<file path="config.mk">
export PLATFORM = sky130hd
export DESIGN_NAME = cdb_broadcaster
export DESIGN_NICKNAME = d
export VERILOG_FILES = /design/src/rtl/cdb_broadcaster_pkg.sv /design/src/rtl/cdb_broadcaster_rr_arbiter.sv /design/src/rtl/cdb_broadcaster.sv
export SDC_FILE = /design/constraint.sdc
export NUM_CORES = 1
export LEC_CHECK = 0
export BUFFER_PORTS_ARGS = -buffer_cell sky130_fd_sc_hd__clkbuf_2
export CORE_AREA = 8 8 163 165
export DETAILED_ROUTE_END_ITERATION = 10
export DIE_AREA = 0 0 171 173
export PLACE_DENSITY = 0.58
export SLEW_MARGIN = 20
export SYNTH_ARGS = -nofsm -noshare
export SYNTH_HDL_FRONTEND = slang
export SYNTH_SLANG_ARGS = --single-unit
</file>
<file path="constraint.sdc">
create_clock -name clk -period 5.55 [get_ports clk]
set_input_delay 0.8325 -clock clk [delete_from_list [all_inputs] [get_ports clk]]
set_output_delay 0.8325 -clock clk [all_outputs]
set_load 0.01 [all_outputs]
</file>
<file path="src/rtl/cdb_broadcaster_pkg.sv">
// rtl/cdb_broadcaster_pkg.sv - shared defaults and helpers for the CDB broadcaster
// Contents:
//   CDB_N_SRC_DEF / CDB_DATA_W_DEF / CDB_ROB_ADDR_W_DEF : default bus geometry
//   rr_next(idx, n) : round-robin successor of a source index
package cdb_broadcaster_pkg;

    localparam int CDB_N_SRC_DEF      = 4;
    localparam int CDB_DATA_W_DEF     = 32;
    localparam int CDB_ROB_ADDR_W_DEF = 4;

    function automatic int rr_next(input int idx, input int n);
        return (idx + 1) % n;
    endfunction

endpackage

</file>
<file path="src/rtl/cdb_broadcaster_rr_arbiter.sv">
// rtl/cdb_broadcaster_rr_arbiter.sv - combinational round-robin arbiter
// Ports:
//   req         : per-source request
//   ptr         : highest-priority index this cycle
//   grant       : one-hot grant (zero when no request)
//   grant_idx   : index of the granted source
//   grant_valid : some source was granted
module cdb_broadcaster_rr_arbiter #(
    parameter int N     = 4,
    parameter int IDX_W = 2
) (
    input  logic [N-1:0]     req,
    input  logic [IDX_W-1:0] ptr,
    output logic [N-1:0]     grant,
    output logic [IDX_W-1:0] grant_idx,
    output logic             grant_valid
);

    logic [IDX_W-1:0] idx;

    // Walk ptr, ptr+1, ... wrapping at N; the first requester wins.
    always_comb begin
        grant       = '0;
        grant_idx   = '0;
        grant_valid = 1'b0;
        idx         = '0;
        for (int k = 0; k < N; k++) begin
            idx = IDX_W'((int'(ptr) + k) % N);
            if (!grant_valid && req[idx]) begin
                grant[idx]  = 1'b1;
                grant_idx   = idx;
                grant_valid = 1'b1;
            end
        end
    end

endmodule

</file>
<file path="src/rtl/cdb_broadcaster.sv">
// rtl/cdb_broadcaster.sv - common data bus transmit end with round-robin arbitration
// Ports:
//   clk, rst (sync, active low), flush_en
//   src_*  : N_SRC writeback channels (valid/ready, rob addr, data, optional LO half)
//   bus_*  : registered main and lo broadcast channels, one cycle after transfer
// Optional: CDB_DUAL_BROADCAST_EN grants a second no-LO source per cycle and
//           broadcasts its main result on the lo channel.
module cdb_broadcaster
    import cdb_broadcaster_pkg::*;
#(
    parameter int N_SRC      = CDB_N_SRC_DEF,
    parameter int DATA_W     = CDB_DATA_W_DEF,
    parameter int ROB_ADDR_W = CDB_ROB_ADDR_W_DEF
) (
    input  logic                         clk,
    input  logic                         rst,
    input  logic                         flush_en,
    input  logic [N_SRC-1:0]             src_valid,
    output logic [N_SRC-1:0]             src_ready,
    input  logic [N_SRC*ROB_ADDR_W-1:0]  src_rob_addr,
    input  logic [N_SRC*DATA_W-1:0]      src_data,
    input  logic [N_SRC-1:0]             src_has_lo,
    input  logic [N_SRC*ROB_ADDR_W-1:0]  src_lo_rob_addr,
    input  logic [N_SRC*DATA_W-1:0]      src_lo_data,
    output logic                         bus_en,
    output logic [DATA_W-1:0]            bus_ref_id,
    output logic [DATA_W-1:0]            bus_data,
    output logic                         bus_lo_en,
    output logic [DATA_W-1:0]            bus_lo_ref_id,
    output logic [DATA_W-1:0]            bus_lo_data
);

    localparam int IDX_W = $clog2(N_SRC);

    logic [ROB_ADDR_W-1:0] rob_a    [N_SRC];
    logic [DATA_W-1:0]     data_a   [N_SRC];
    logic [ROB_ADDR_W-1:0] lo_rob_a [N_SRC];
    logic [DATA_W-1:0]     lo_data_a[N_SRC];

    for (genvar i = 0; i < N_SRC; i++) begin : g_unpack
        assign rob_a[i]     = src_rob_addr[i*ROB_ADDR_W +: ROB_ADDR_W];
        assign data_a[i]    = src_data[i*DATA_W +: DATA_W];
        assign lo_rob_a[i]  = src_lo_rob_addr[i*ROB_ADDR_W +: ROB_ADDR_W];
        assign lo_data_a[i] = src_lo_data[i*DATA_W +: DATA_W];
    end

    logic [IDX_W-1:0] ptr_q;
    logic [N_SRC-1:0] g1, g2;
    logic [IDX_W-1:0] w1, w2, w1_next, w2_next;
    logic             g1_valid, g2_valid;
    logic             allow, xfer;

    cdb_broadcaster_rr_arbiter #(.N(N_SRC), .IDX_W(IDX_W)) u_arb_main (
        .req         (src_valid),
        .ptr         (ptr_q),
        .grant       (g1),
        .grant_idx   (w1),
        .grant_valid (g1_valid)
    );

    assign w1_next = IDX_W'(rr_next(int'(w1), N_SRC));
    assign w2_next = IDX_W'(rr_next(int'(w2), N_SRC));

`ifdef CDB_DUAL_BROADCAST_EN
    logic [N_SRC-1:0] req2;

    // A first winner carrying a LO half already owns the lo channel.
    assign req2 = (g1_valid && !src_has_lo[w1]) ? (src_valid & ~g1 & ~src_has_lo) : '0;

    cdb_broadcaster_rr_arbiter #(.N(N_SRC), .IDX_W(IDX_W)) u_arb_dual (
        .req         (req2),
        .ptr         (w1_next),
        .grant       (g2),
        .grant_idx   (w2),
        .grant_valid (g2_valid)
    );
`else
    assign g2       = '0;
    assign w2       = '0;
    assign g2_valid = 1'b0;
`endif

    // Grants depend only on src_valid, flush_en and rst.
    assign allow     = rst && !flush_en;
    assign src_ready = allow ? (g1 | g2) : '0;
    assign xfer      = allow && g1_valid;

    always_ff @(posedge clk) begin
        if (!rst) begin
            ptr_q         <= '0;
            bus_en        <= 1'b0;
            bus_ref_id    <= '0;
            bus_data      <= '0;
            bus_lo_en     <= 1'b0;
            bus_lo_ref_id <= '0;
            bus_lo_data   <= '0;
        end else begin
            bus_en     <= xfer;
            bus_ref_id <= xfer ? DATA_W'(rob_a[w1]) : '0;
            bus_data   <= xfer ? data_a[w1] : '0;
            if (xfer && src_has_lo[w1]) begin
                bus_lo_en     <= 1'b1;
                bus_lo_ref_id <= DATA_W'(lo_rob_a[w1]);
                bus_lo_data   <= lo_data_a[w1];
            end else if (xfer && g2_valid) begin
                bus_lo_en     <= 1'b1;
                bus_lo_ref_id <= DATA_W'(rob_a[w2]);
                bus_lo_data   <= data_a[w2];
            end else begin
                bus_lo_en     <= 1'b0;
                bus_lo_ref_id <= '0;
                bus_lo_data   <= '0;
            end
            if (xfer) begin
                ptr_q <= g2_valid ? w2_next : w1_next;
            end
        end
    end

endmodule

</file>
Yosys cells after proc, flatten, opt, wreduce, memory -nomap -nowiden
Cells that the tools add are included.

cells by class
  bitwise operators = 4
  $lt $le $gt $ge = 10
  reductions and logical operators = 16
  multiplexer cells = 44
  $add $sub $neg = 4

operator list
  kind                                                                                  number
  32-bit binary-select mux with 2-bit select                                            2
  32-bit 2-to-1 mux                                                                     4
  4-bit 2-to-1 mux                                                                      9
  4-bit binary-select mux with 2-bit select                                             2
  2-bit by 3-bit less-than comparator with 1-bit output (second input constant)         5
  1-bit 2-to-1 mux                                                                      14
  4-bit OR                                                                              3
  1-bit binary-select mux with 2-bit select                                             5
  1-bit logical AND                                                                     10
  1-bit demux with 2-bit select                                                         4
  2-bit by 1-bit greater-or-equal comparator with 1-bit output (second input constant)  4
  2-bit 2-to-1 mux                                                                      4
  2-bit by 1-bit adder with 2-bit output (second input constant)                        2
  2-bit adder (second input constant)                                                   2
  1-bit logical NOT                                                                     4
  2-bit AND reduction                                                                   2
  3-bit greater-or-equal comparator (second input constant)                             1
  2-bit inverter with 3-bit output                                                      1

word-level totals
  flip-flop bits (word level) = 132
  word-level logic and storage cells = 87
  bits of input ports = 299

Longest topological paths before layout
  word-level depth = 16
  depth in mapped cells = 13
  depth with buffers taken out = 8

Cells and area by module
Synthesis repeated with hierarchy kept, for this count alone.

unflattened totals
  cell total of the unflattened synthesis = 362
  area, all modules = 4712.0 um2

by module, submodules not included
  module                      instances  cells an instance  area each (um2)
  cdb_broadcaster             1          317                4292.9
  cdb_broadcaster_rr_arbiter  1          45                 419.2

Worst setup path before layout
No wires, ideal clock.

  path kind = register to output
  start point = reg ptr_q[0]
  end point = out src_ready[0]
  setup slack = 2.280 ns
  buffers on the path = 2
  stages on the path, launching flop included = 11
  required time = 4.718 ns
  arrival time = 2.438 ns
  cells stage by stage = dfxtp_1 > buf_2 > inv_1 > ha_1 > buf_2 > mux4_2 > nor3_2 > and2_1 > a22oi_1 > o21ai_0 > nor2b_1

between the ends
  word-level cells in the longest chain between the ends = 13
  elaborated cells on any way between the ends = 48
  classes of those cells = add/sub (3); order compare (8); mux (24); bitwise (3); reduce/logical (10)

ends and longest elaborated chain
  element                                                                                                         line                              text
  from (decl)                                                                                                     cdb_broadcaster.sv:47             logic [IDX_W-1:0] ptr_q;
  from (signal assigned)                                                                                          cdb_broadcaster.sv:115            ptr_q <= g2_valid ? w2_next : w1_next;
  parallel branches: the longest is 11 deep, another holds 2-bit by 3-bit less-than comparator with 1-bit output  -
  4-bit 2-to-1 mux *                                                                                              cdb_broadcaster_rr_arbiter.sv:29  if (!grant_valid && req[idx]) begin
  4-bit 2-to-1 mux *                                                                                              cdb_broadcaster.sv:85             assign src_ready = allow ? (g1 | g2) : '0;
  to (decl)                                                                                                       cdb_broadcaster.sv:19             output logic [N_SRC-1:0] src_ready,

Every way passes the cells marked *. The select of a mux whose other input is x is not followed.

Final worst setup path
  start point = reg ptr_q[0]
  end point = out src_ready[1]

The elaborated chain is that of the path after synthesis.

==> results summary <==
The area of the core came out at 24000 um^2. Of all cell types, the one taking the most synthesized area is sky130_fd_sc_hd__dfxtp_1. The critical path starts at ptr_q[0]. After detailed routing, the total wire length is 23700 um. The root buffer cell chosen for the clock tree is sky130_fd_sc_hd__clkbuf_16.

Setup repair after global routing left no endpoint under its margin. TritonCTS created 9 clock buffers. Using the TritonRoute via totals, the vias-per-cell ratio works out to 4.39. The maximum clock skew at final layout came out at ~0.011 ns. In this run the count of I/O pins placed on the die edge is 433.

The number of global-route vias before repair came out at around 6000. The post-cts gate resize count came out at 0. Among all flip-flop cells after synthesis, the most frequent one is sky130_fd_sc_hd__dfxtp_1.

The critical path startpoint category is a flip-flop. The initial utilization of the core area, before any placement, comes to 24.0%. The end-of-flow core utilization came out at 32.6%. During synthesis, Yosys emitted a total of 0 warnings. For this run, design rule violations remaining after detail routing come to 0.

The worst setup slack after layout came out at 1.45 ns. The number of nets with antenna violations after detailed routing came out at 0. The global placement routability congestion came out at about 0.84.

The clock transition time at the flip-flop clock pins of the worst setup and hold paths is 0.07 ns. The relative slew slack came out at 27.7%. The wire length of the first global-routing pass is 34800 um. Total power for the finished layout comes to 0.00307 W. In this run the biggest area consumer among cell types represents 26.5% of the synthesized area. The maximum fanout along the worst path is 17.

In this run the worst hold path is classified as flip-flop to flip-flop. The area growth from synthesis to layout is 36.1%. The count of different cell masters after synthesis is 43.

The minimum period implied by the final worst setup slack came out at 4.10 ns. The area used by sequential logic in the layout is 1520 um^2. The maximum frequency from static timing analysis came out at 244 MHz.

At the pin with the least slew margin, the transition time is 1.08 ns. The reported leakage power is 3.92 nW. The number of antenna violations at the first check in global routing came out at 1. The hold violation total from the final report is 0.

IR analysis of the VDD net gives a maximum drop of 310 uV. The post-synthesis cell area is 5740 um^2. The number of standard-cell rows in the floorplan is 57. TritonCTS built the clock tree. Data on the critical path is required at its endpoint by around 4.7 ns.

The number of DRC violations after detailed-routing iteration 0 is around 280. The final cell count without fillers came out at approximately 1300. The final number of max-transition violations came out at 0. By count the netlist is led by sky130_fd_sc_hd__nand2_1, sky130_fd_sc_hd__dfxtp_1, sky130_fd_sc_hd__mux2i_1. Of all flip-flops after synthesis, the portion carrying an async set or reset was 0%. At the later pin of the worst-skew pair, clock insertion delay measures 0.34 ns. The post-synthesis area per instance is 9.27 um^2. Max-cap violations in this run came to 0.

The wire length per cell after detailed routing is 18.5 um. The worst reg2reg path endpoint is bus_data[26]. The number of sinks on the clock net is 76. Sorting the synthesized cells by area gives the leading types as sky130_fd_sc_hd__dfxtp_1, sky130_fd_sc_hd__mux2i_1, sky130_fd_sc_hd__nand2_1, sky130_fd_sc_hd__mux2_4, sky130_fd_sc_hd__buf_4. The run finished with clean final reports. The instance count after placement with tap cells included is about 1300. Timing analysis after detailed placement gives a worst setup slack of 1.73 ns. The worst setup path is captured at an output port.

For the worst setup path, the data arrival time is ~3.3 ns. Entering global routing, the biggest net connects a little over 90 pins. During placement, the flow inserted port buffers numbering 376.

CTS built an H-tree with a depth of 3. The post-cts hold buffer count came out at 0. The net count of the finished layout is 1260. The detailed-placement wirelength estimate came out at 18400 um. The startpoint identified for the worst register-to-register timing path is ptr_q[0]. The first detailed-routing pass ran for 4 iterations. The area of the die is roughly 30000 um^2.

The total global routing track utilization is 15.1%. The setup TNS came out at 0 ns. The slack of the worst reg-to-reg path came out at about 1.7 ns. The maximum clock path buffer count is 2.

The die width came out at 171 um. The count of final setup violators is 0. The area of the multi-input gates is 3620 um^2. Synthesis produced 619 cells.

The die span in y is 173 um. The cell area power density came out at just under 400 nW/um^2. After global routing the overflow that remains totals 0. The number of enable-type register cells in the synthesized netlist came out at 0. The number of buffers inserted to repair setup after CTS came out at 0. The most critical setup path has its endpoint at src_ready[1].

The share of post-route cells with drive strength above 1 came out at 51.6%. The share of the cycle needed by the critical path after routing is 73.8%. The most common cell in the synthesized netlist is sky130_fd_sc_hd__nand2_1.

The number of fill cells in the layout came out at 2554. The worst setup path is of the flip-flop to output port kind. The total number of vias came out at 5634. The worst reg2reg path depth came out at 8. The number of storage elements in the synthesis netlist came out at 76. Sequential elements use a little over a quarter of the synthesized area.
-- power breakdown --
group          switching, W  total [W]  internal (W)
clock              0.000267   0.000667      0.000400
combinational      0.000868    0.00165      0.000781
sequential        0.0000625   0.000756      0.000694
total               0.00120    0.00307       0.00187
-- critical path, cell delays in order (launching register included) --
cell and delay [ns]:
sky130_fd_sc_hd__dfxtp_1 0.73, sky130_fd_sc_hd__inv_1 0.30, sky130_fd_sc_hd__ha_1 0.54, sky130_fd_sc_hd__mux4_2 0.45, sky130_fd_sc_hd__nor3_2 0.21, sky130_fd_sc_hd__and2_1 0.22, sky130_fd_sc_hd__a22oi_1 0.08, sky130_fd_sc_hd__o21ai_0 0.09
sky130_fd_sc_hd__nor2b_1 0.16, sky130_fd_sc_hd__clkbuf_2 0.14
-- worst min path at each step --
stage                     startpoint  endpoint  slack (ns)  cells past startpoint
after floorplan             ptr_q[1]  ptr_q[1]        0.62                      3
after global placement      ptr_q[1]  ptr_q[1]        0.65                      2
after detailed placement    ptr_q[1]  ptr_q[1]        0.68                      2
after CTS                   ptr_q[1]  ptr_q[1]        0.71                      2
after global routing        ptr_q[1]  ptr_q[1]        0.72                      2
final                       ptr_q[1]  ptr_q[1]        0.69                      2
-- cell type report --
class                      instances  share of cell area (%)
timing repair buffer             378                    24.4
antenna                            1                  0.0320
clock inverter                     6                    1.22
clock buffer                      10                    2.93
inverter                           7                   0.336
tap                              324                    5.19
sequential                        76                    19.5
multi-input combinational        482                    46.4
-- cell families after synthesis --
logic type / synth area share, %
adders and majority gates: 1.53
AOI/OAI and AO/OA: 14.1
other: 0.0653
muxes: 31.5
and+or+nand+nor: 11.8
xor gates and xnor gates: 0.305
DFF: 26.5
buffers and inverters: 14.3
-- sequential cells by signal, summed over array words and instances (netlist names) --
signal,count
bus_lo_ref_id,4
bus_lo_data,32
bus_ref_id,4
ptr_q,2
bus_lo_en,1
bus_en,1
bus_data,32
-- stage by stage --
stage,hold WS [ns],instance area [um^2]
2_1_floorplan,0.618,5950
3_3_place_gp,0.648,7490
3_5_place_dp,0.682,7490
4_1_cts,0.708,7810
5_1_grt,0.722,7810
6_report,0.687,7810
-- layer usage --
layer | track usage [%] | share of wire, %
met1 | 16.9 | 39
met2 | 26.1 | 50
met3 | 4.42 | 8.7
met4 | 6.09 | 3.1
met5 | 0 | 0
-- cell usage in the layout, fill, tap and decap left out, types with 10 or more instances in the layout --
cell type	synthesis	routed
sky130_fd_sc_hd__nand2_1	147	147
sky130_fd_sc_hd__mux2_1	10	10
sky130_fd_sc_hd__mux2_2	27	27
sky130_fd_sc_hd__o22ai_2	27	26
sky130_fd_sc_hd__mux2i_1	76	76
sky130_fd_sc_hd__dfxtp_1	76	76
sky130_fd_sc_hd__mux2_4	36	36
sky130_fd_sc_hd__clkbuf_2	0	376
sky130_fd_sc_hd__conb_1	1	56
sky130_fd_sc_hd__o22ai_1	47	47
No activity file was read; power rests on OpenSTA's default activity.
